<file path="src/rtl/serv_wb_arbiter_if.sv">
// Bus bundle for serv_wb_arbiter: the SERV ibus/dbus requester ports, the shared
// Wishbone master port and the timeout pulse. The arbiter takes the master
// modport. The environment (core, memory or bench) takes the slave modport.
interface serv_wb_arbiter_if;
  // ibus requester (read-only)
  logic [31:0] i_ibus_adr;
  logic        i_ibus_cyc;
  logic [31:0] o_ibus_rdt;
  logic        o_ibus_ack;
  // dbus requester (read/write)
  logic [31:0] i_dbus_adr;
  logic [31:0] i_dbus_dat;
  logic [3:0]  i_dbus_sel;
  logic        i_dbus_we;
  logic        i_dbus_cyc;
  logic [31:0] o_dbus_rdt;
  logic        o_dbus_ack;
  // shared Wishbone port
  logic [31:0] o_wb_adr;
  logic [31:0] o_wb_dat;
  logic [3:0]  o_wb_sel;
  logic        o_wb_we;
  logic        o_wb_cyc;
  logic [31:0] i_wb_rdt;
  logic        i_wb_ack;
  // forced-termination pulse
  logic        o_timeout;

  modport master (
    input  i_ibus_adr, i_ibus_cyc,
    output o_ibus_rdt, o_ibus_ack,
    input  i_dbus_adr, i_dbus_dat, i_dbus_sel, i_dbus_we, i_dbus_cyc,
    output o_dbus_rdt, o_dbus_ack,
    output o_wb_adr, o_wb_dat, o_wb_sel, o_wb_we, o_wb_cyc,
    input  i_wb_rdt, i_wb_ack,
    output o_timeout
  );

  modport slave (
    output i_ibus_adr, i_ibus_cyc,
    input  o_ibus_rdt, o_ibus_ack,
    output i_dbus_adr, i_dbus_dat, i_dbus_sel, i_dbus_we, i_dbus_cyc,
    input  o_dbus_rdt, o_dbus_ack,
    input  o_wb_adr, o_wb_dat, o_wb_sel, o_wb_we, o_wb_cyc,
    output i_wb_rdt, i_wb_ack,
    input  o_timeout
  );
endinterface

</file>
<file path="src/rtl/serv_wb_arbiter.sv">
// serv_wb_arbiter: shares one Wishbone master port between the SERV instruction
// bus and data bus. One requester is granted at a time, and the grant is held
// until an ack arrives or the requester drops cyc. Simultaneous requests
// alternate round-robin. At least one IDLE cycle follows every completion, so
// a stale cyc is never re-granted.
// Optional feature: define SERV_WB_ARB_TIMEOUT_EN to add a watchdog. The
// watchdog force-acks a granted transaction after TIMEOUT_CYCLES cycles
// without an ack. It returns rdt = 32'hFFFFFFFF and pulses o_timeout.
module serv_wb_arbiter #(
  parameter int TIMEOUT_CYCLES = 255
) (
  input  logic                   clk,
  input  logic                   i_rst,
  serv_wb_arbiter_if.master      bus
);

  typedef enum logic [1:0] {IDLE, GNT_I, GNT_D} state_t;
  typedef enum logic {REQ_IBUS, REQ_DBUS} req_t;

  state_t state, next_state;
  req_t   last_grant;
  logic   timeout_hit;

  // Reject watchdog lengths the 16-bit counter cannot express.
  if (TIMEOUT_CYCLES < 2 || TIMEOUT_CYCLES > 65535) begin : g_bad_timeout
    $error("serv_wb_arbiter: TIMEOUT_CYCLES must be in 2..65535");
  end

`ifdef SERV_WB_ARB_TIMEOUT_EN
  localparam logic [15:0] TIMEOUT_LAST = 16'(TIMEOUT_CYCLES - 1);
  logic [15:0] count;

  // Watchdog counter: zero whenever idle, so each grant starts from 0.
  always_ff @(posedge clk or posedge i_rst) begin
    if (i_rst)                 count <= '0;
    else if (state == IDLE)    count <= '0;
    else if (!bus.i_wb_ack)    count <= count + 16'd1;
  end

  // A real ack in the final cycle wins over the forced termination.
  assign timeout_hit = (state != IDLE) && !bus.i_wb_ack && (count == TIMEOUT_LAST);
`else
  assign timeout_hit = 1'b0;
`endif

  // State and round-robin history register.
  // NOTE: sequential state uses non-blocking assignments so that every flop
  // samples pre-edge values, whatever order the always blocks run in.
  always_ff @(posedge clk or posedge i_rst) begin
    if (i_rst) begin
      state      <= IDLE;
      last_grant <= REQ_DBUS;
    end else begin
      state <= next_state;
      if (state == IDLE && next_state == GNT_I) last_grant <= REQ_IBUS;
      if (state == IDLE && next_state == GNT_D) last_grant <= REQ_DBUS;
    end
  end

  // Next-state selection: tie goes to whoever was not granted last.
  // NOTE: every variable gets a default before the case statement, so no path
  // leaves it unassigned and no latch is inferred.
  always_comb begin
    next_state = state;
    unique case (state)
      IDLE: begin
        if (bus.i_ibus_cyc && bus.i_dbus_cyc)
          next_state = (last_grant == REQ_IBUS) ? GNT_D : GNT_I;
        else if (bus.i_ibus_cyc)
          next_state = GNT_I;
        else if (bus.i_dbus_cyc)
          next_state = GNT_D;
      end
      GNT_I: if (bus.i_wb_ack || timeout_hit || !bus.i_ibus_cyc) next_state = IDLE;
      GNT_D: if (bus.i_wb_ack || timeout_hit || !bus.i_dbus_cyc) next_state = IDLE;
      default: next_state = IDLE;
    endcase
  end

  // Bus mux and ack steering. The output fields depend only on the current grant.
  always_comb begin
    bus.o_wb_adr   = '0;
    bus.o_wb_dat   = '0;
    bus.o_wb_sel   = '0;
    bus.o_wb_we    = 1'b0;
    bus.o_wb_cyc   = 1'b0;
    bus.o_ibus_ack = 1'b0;
    bus.o_dbus_ack = 1'b0;
    unique case (state)
      GNT_I: begin
        bus.o_wb_adr   = bus.i_ibus_adr;
        bus.o_wb_sel   = 4'hF;
        bus.o_wb_cyc   = bus.i_ibus_cyc;
        bus.o_ibus_ack = bus.i_wb_ack || timeout_hit;
      end
      GNT_D: begin
        bus.o_wb_adr   = bus.i_dbus_adr;
        bus.o_wb_dat   = bus.i_dbus_dat;
        bus.o_wb_sel   = bus.i_dbus_sel;
        bus.o_wb_we    = bus.i_dbus_we;
        bus.o_wb_cyc   = bus.i_dbus_cyc;
        bus.o_dbus_ack = bus.i_wb_ack || timeout_hit;
      end
      default: ;
    endcase
  end

  // Read data is shared and unqualified; the requesters qualify it with their ack.
  assign bus.o_ibus_rdt = timeout_hit ? 32'hFFFF_FFFF : bus.i_wb_rdt;
  assign bus.o_dbus_rdt = timeout_hit ? 32'hFFFF_FFFF : bus.i_wb_rdt;
  assign bus.o_timeout  = timeout_hit;

endmodule

</file>
<file path="src/flat_wrapper.sv">
// flat-port wrapper written by rule: the top's interface ports become plain ports
module serv_wb_arbiter_flat 
#(
  parameter int TIMEOUT_CYCLES = 255
)
  (clk, i_rst, bus_i_ibus_adr, bus_i_ibus_cyc, bus_o_ibus_rdt, bus_o_ibus_ack, bus_i_dbus_adr, bus_i_dbus_dat, bus_i_dbus_sel, bus_i_dbus_we, bus_i_dbus_cyc, bus_o_dbus_rdt, bus_o_dbus_ack, bus_o_wb_adr, bus_o_wb_dat, bus_o_wb_sel, bus_o_wb_we, bus_o_wb_cyc, bus_i_wb_rdt, bus_i_wb_ack, bus_o_timeout);
  serv_wb_arbiter_if bus_i ();
  input  logic clk;
  input  logic i_rst;
  input wire logic [$bits(bus_i.i_ibus_adr)-1:0] bus_i_ibus_adr;
  input wire logic [$bits(bus_i.i_ibus_cyc)-1:0] bus_i_ibus_cyc;
  output wire logic [$bits(bus_i.o_ibus_rdt)-1:0] bus_o_ibus_rdt;
  output wire logic [$bits(bus_i.o_ibus_ack)-1:0] bus_o_ibus_ack;
  input wire logic [$bits(bus_i.i_dbus_adr)-1:0] bus_i_dbus_adr;
  input wire logic [$bits(bus_i.i_dbus_dat)-1:0] bus_i_dbus_dat;
  input wire logic [$bits(bus_i.i_dbus_sel)-1:0] bus_i_dbus_sel;
  input wire logic [$bits(bus_i.i_dbus_we)-1:0] bus_i_dbus_we;
  input wire logic [$bits(bus_i.i_dbus_cyc)-1:0] bus_i_dbus_cyc;
  output wire logic [$bits(bus_i.o_dbus_rdt)-1:0] bus_o_dbus_rdt;
  output wire logic [$bits(bus_i.o_dbus_ack)-1:0] bus_o_dbus_ack;
  output wire logic [$bits(bus_i.o_wb_adr)-1:0] bus_o_wb_adr;
  output wire logic [$bits(bus_i.o_wb_dat)-1:0] bus_o_wb_dat;
  output wire logic [$bits(bus_i.o_wb_sel)-1:0] bus_o_wb_sel;
  output wire logic [$bits(bus_i.o_wb_we)-1:0] bus_o_wb_we;
  output wire logic [$bits(bus_i.o_wb_cyc)-1:0] bus_o_wb_cyc;
  input wire logic [$bits(bus_i.i_wb_rdt)-1:0] bus_i_wb_rdt;
  input wire logic [$bits(bus_i.i_wb_ack)-1:0] bus_i_wb_ack;
  output wire logic [$bits(bus_i.o_timeout)-1:0] bus_o_timeout;
  assign bus_i.i_ibus_adr = bus_i_ibus_adr;
  assign bus_i.i_ibus_cyc = bus_i_ibus_cyc;
  assign bus_o_ibus_rdt = bus_i.o_ibus_rdt;
  assign bus_o_ibus_ack = bus_i.o_ibus_ack;
  assign bus_i.i_dbus_adr = bus_i_dbus_adr;
  assign bus_i.i_dbus_dat = bus_i_dbus_dat;
  assign bus_i.i_dbus_sel = bus_i_dbus_sel;
  assign bus_i.i_dbus_we = bus_i_dbus_we;
  assign bus_i.i_dbus_cyc = bus_i_dbus_cyc;
  assign bus_o_dbus_rdt = bus_i.o_dbus_rdt;
  assign bus_o_dbus_ack = bus_i.o_dbus_ack;
  assign bus_o_wb_adr = bus_i.o_wb_adr;
  assign bus_o_wb_dat = bus_i.o_wb_dat;
  assign bus_o_wb_sel = bus_i.o_wb_sel;
  assign bus_o_wb_we = bus_i.o_wb_we;
  assign bus_o_wb_cyc = bus_i.o_wb_cyc;
  assign bus_i.i_wb_rdt = bus_i_wb_rdt;
  assign bus_i.i_wb_ack = bus_i_wb_ack;
  assign bus_o_timeout = bus_i.o_timeout;
  serv_wb_arbiter #(.TIMEOUT_CYCLES(TIMEOUT_CYCLES)) u_core (.clk(clk), .i_rst(i_rst), .bus(bus_i));
endmodule
</file>
<file path="config.mk">
export PLATFORM = sky130hd
export DESIGN_NAME = serv_wb_arbiter_flat
export DESIGN_NICKNAME = d
export VERILOG_FILES = /design/src/rtl/serv_wb_arbiter_if.sv /design/src/rtl/serv_wb_arbiter.sv /design/src/flat_wrapper.sv
export SDC_FILE = /design/constraint.sdc
export NUM_CORES = 1
export LEC_CHECK = 0
export ABC_AREA = 1
export CAP_MARGIN = 30
export CORE_AREA = 2 2 108 110
export CTS_CLUSTER_DIAMETER = 120
export DETAILED_ROUTE_END_ITERATION = 8
export DIE_AREA = 0 0 110 112
export PLACE_DENSITY = 0.61
export SLEW_MARGIN = 20
export SYNTH_ARGS = -nofsm -noshare
export SYNTH_HDL_FRONTEND = slang
export SYNTH_SLANG_ARGS = --single-unit
</file>
<file path="constraint.sdc">
create_clock -name clk -period 1.3 [get_ports clk]
set_input_delay 0.195 -clock clk [delete_from_list [all_inputs] [get_ports clk]]
set_output_delay 0.195 -clock clk [all_outputs]
set_load 0.005 [all_outputs]
</file>
==> load_flow_metrics.sql <==
INSERT INTO impl_metrics (metric_group, metric, value, unit) VALUES
('grt', 'grt_use_total', '11.4', '%'),
('logic_synthesis', 'synth_top_cells_by_count', '114 x sky130_fd_sc_hd__nand2_1, 67 x sky130_fd_sc_hd__buf_4, 46 x sky130_fd_sc_hd__inv_1', ''),
('setup_path', 'worst_path_cell_trace', 'inv_2 > ha_4 > buf_12 > buf_8 > nand2_2 > a21oi_2 > buf_2', ''),
('timing', 'rsz0062_at_grt', 'true', ''),
('logic_synthesis', 'yosysTopAreaCellShare', '32.7', '%'),
('clock_tree', 'clkLatencyLatePin', '0.23', 'ns'),
('logic_synthesis', 'post_synthesis_sequential_area_ratio', '4.96', '%'),
('floorplanning', 'dieArea', '12300', 'um^2'),
('layout', 'syn_to_final_growth', '141', '%'),
('timing', 'fin_ws', '-0.455', 'ns'),
('worst_hold_path', 'hp-class', 'in -> async', ''),
('setup_path', 'critical_path_peak_fanout', '7', ''),
('logic_synthesis', 'ys_warn_count', '0', ''),
('layout', 'combined_area_of_the_multi_input_logic_cells', '1100', 'um^2'),
('place', 'globalplace.congestion', '0.749', ''),
('clock_tree', 'cts_max_level', '1', ''),
('logic_synthesis', 'ys_ff_latch', '3', ''),
('floorplanning', 'die_w', '110', 'um'),
('clock_tree', 'clockRootBuffer', 'sky130_fd_sc_hd__clkbuf_16', ''),
('logic_synthesis', 'synth.top_cells.by_area', 'sky130_fd_sc_hd__buf_4 33%, sky130_fd_sc_hd__nand2_1 28%, sky130_fd_sc_hd__a21oi_1 12%', ''),
('grt', 'grt_max_degree', '29', ''),
('power', 'vdd.ir_drop.worst', '0.727', 'mV'),
('outcome', 'failed_checks', 'negative setup slack', ''),
('drt', 'detail_route.wirelength', '8.27', 'mm'),
('layout', 'finish.net_count', '584', ''),
('layout', 'antennaDiodeCount', '0', ''),
('logic_synthesis', 'synth.distinct_cells', '14', ''),
('layout', 'final.fill_count', '1201', ''),
('grt', 'first_global_vias', '2271', ''),
('setup_path', 'setup_cp_type', 'reg -> out', ''),
('place', 'dp_hpwl', '5.38', 'mm'),
('grt', 'antenna_found_initial', '0', ''),
('drt', 'drt_pre_antenna_iters', '4', ''),
('floorplanning', 'initial_utilization', '13.8', '%'),
('layout', 'drive_gt1_share', '49.7', '%'),
('logic_synthesis', 'postSynth.topFlopCell', 'sky130_fd_sc_hd__dfrtp_1', ''),
('floorplanning', 'core_area', '11200', 'um^2'),
('setup_path', 'critPathTopFamily', 'buffers and inverters', ''),
('drt', 'drt_iter0_drc', '52', ''),
('logic_synthesis', 'mappedNetlistNets', '438', ''),
('layout', 'finish.cell_count_without_fillers', '584', ''),
('timing', 'timing_hold_violations_final', '0', ''),
('power', 'cellPowerDensity', '1870', 'nW/um^2'),
('setup_path', 'crit_path_end_kind', 'output port', ''),
('logic_synthesis', 'synthesis.instances', '296', ''),
('grt', 'grt_overflow_total', '0', ''),
('logic_synthesis', 'async_flop_share', '100', '%'),
('timing', 'fin_worst_skew', '0.00280', 'ns'),
('power', 'power.total', '6.93', 'mW'),
('place', 'placed_insts', '550', ''),
('logic_synthesis', 'synth_top_area_cell', 'sky130_fd_sc_hd__buf_4', ''),
('floorplanning', 'ios', '275', ''),
('logic_synthesis', 'synth_enable_flop_cells', '0', ''),
('clock_tree', 'numCtsBuffers', '3', ''),
('setup_path', 'crit_path_max_incr_delay', '0.39', 'ns'),
('floorplanning', 'std_cell_rows', '39', ''),
('drt', 'detail_route.drc_violations', '0', ''),
('timing', 'total_setup_violations_reported_at_the_end_of_the_flow', '75', ''),
('layout', 'seqCellArea', '76.3', 'um^2'),
('drt', 'via_per_inst', '3.88', ''),
('setup_path', 'worst_ep_required_time', '1.11', 'ns'),
('clock_tree', 'ctsLongestPathBuffers', '2', ''),
('timing', 'finalCritPeriodShare', '135', '%'),
('outcome', 'status', 'finished with violations', ''),
('clock_tree', 'cts_tree', 'done', ''),
('run', 'max_cap_violations', '0', ''),
('power', 'power.leakage', '1.95', 'nW'),
('place', 'numPortBuffers', '177', ''),
('timing', 'fmaxAchievable', '570', 'MHz'),
('setup_path', 'worst_setup_path_start_kind', 'register', ''),
('floorplanning', 'die_height', '112', 'um');
[what timing repair did]
item	4_1_cts	5_1_grt
hold buffers	0	0
setup buffers	20	5
resized for setup	278	146
endpoints found under the setup margin	75	75
gates cloned	6	2
pin swaps	12	25
[cell families (layout without fill, tap and decap cells)]
family	count (synthesis)	after routing	synth area share [%]
AO/OA/AOI/OAI	38	38	12.4
adder cells (fa/ha/maj)	4	4	3.25
buffers and inverters	127	272	48.1
flip-flops	3	3	4.96
other	1	1	0.244
AND/OR/NAND/NOR	123	123	31.1
[path summary, 6_finish.rpt]
check                                               from                       endpoint  slack [ns]  depth (start not counted)
hold / removal                                     i_rst      u_core.state[1]$_DFF_PP0_        0.15                          2
min in group clk                         bus_i_wb_rdt[1]              bus_o_ibus_rdt[1]        0.39                          0
setup / recovery               u_core.state[0]$_DFF_PP0_               bus_o_wb_adr[19]       -0.45                          7
setup reg to reg               u_core.state[0]$_DFF_PP0_  u_core.last_grant$_DFFE_PP1P_       -0.26                         13
max in group asynchronous                          i_rst  u_core.last_grant$_DFFE_PP1P_        0.93                          2
hold reg to reg            u_core.last_grant$_DFFE_PP1P_  u_core.last_grant$_DFFE_PP1P_        0.47                          2
[registers in the layout, summed over array words and instances (netlist names)]
register / cells
u_core.state: 2
u_core.last_grant: 1
[routing by layer]
| layer | global-route usage (%) | wire length, um | up-vias |
|---|---|---|---|
| li1 | - | - | 1097 |
| met1 | 10.5 | 2610 | 1008 |
| met2 | 23.2 | 4540 | 129 |
| met3 | 2.93 | 861 | 32 |
| met4 | 4.05 | 259 | 0 |
| met5 | 0 | 0 | - |
[per-stage QoR]
step                      cell area (um^2)  util [%]  setup slack [ns]  setup TNS (ns)  hold WS, ns
after CTS                             3600      32.3            -0.496          -30.11        0.164
after floorplan                       1550         -          -0.00210         -0.0547      -0.0521
after global placement                3120      27.9            -0.567          -35.36        0.384
after global routing                  3710      33.2            -0.512          -32.28        0.186
after detailed placement              3120      27.9            -0.584          -37.07        0.390
final                                 3710      33.2            -0.455          -27.76        0.152
[cell usage in the layout, fill, tap and decap left out, types with 8 or more instances in the layout]
master / instances
sky130_fd_sc_hd__buf_6: 19
sky130_fd_sc_hd__buf_2: 55
sky130_fd_sc_hd__nand2_4: 20
sky130_fd_sc_hd__nand2_1: 65
sky130_fd_sc_hd__clkbuf_2: 11
sky130_fd_sc_hd__clkdlybuf4s50_1: 105
sky130_fd_sc_hd__a21oi_2: 29
sky130_fd_sc_hd__nand2_2: 33
sky130_fd_sc_hd__a21oi_1: 8
sky130_fd_sc_hd__buf_4: 11
sky130_fd_sc_hd__buf_12: 9
sky130_fd_sc_hd__inv_2: 12
sky130_fd_sc_hd__inv_1: 34
[power by group]
group / total [mW] / switching [mW] / internal, mW
combinational: 6.24 / 2.94 / 3.30
sequential: 0.193 / 0.0394 / 0.154
clock: 0.500 / 0.0944 / 0.406
total: 6.93 / 3.07 / 3.86
[worst register-to-register path, cell delays in order (launching register included)]
cell and delay [ns]:
sky130_fd_sc_hd__dfrtp_1 0.39, sky130_fd_sc_hd__buf_6 0.13, sky130_fd_sc_hd__ha_4 0.18, sky130_fd_sc_hd__buf_6 0.13
sky130_fd_sc_hd__buf_6 0.11, sky130_fd_sc_hd__nand2_4 0.06, sky130_fd_sc_hd__buf_6 0.10, sky130_fd_sc_hd__nand2_4 0.05
sky130_fd_sc_hd__nand3_2 0.06, sky130_fd_sc_hd__nand2_2 0.05, sky130_fd_sc_hd__nand2_2 0.07, sky130_fd_sc_hd__nand2_1 0.05
sky130_fd_sc_hd__nand3_1 0.06, sky130_fd_sc_hd__nand2_1 0.05
[final cells by class]
| type | count | area share [%] |
|---|---|---|
| repair buffers | 221 | 56.5 |
| multi-input cells | 166 | 29.7 |
| inverters | 47 | 4.83 |
| well taps | 143 | 4.83 |
| clock buffers | 4 | 2.13 |
| flip-flops and latches | 3 | 2.06 |
(Power assumes the default switching activity.)
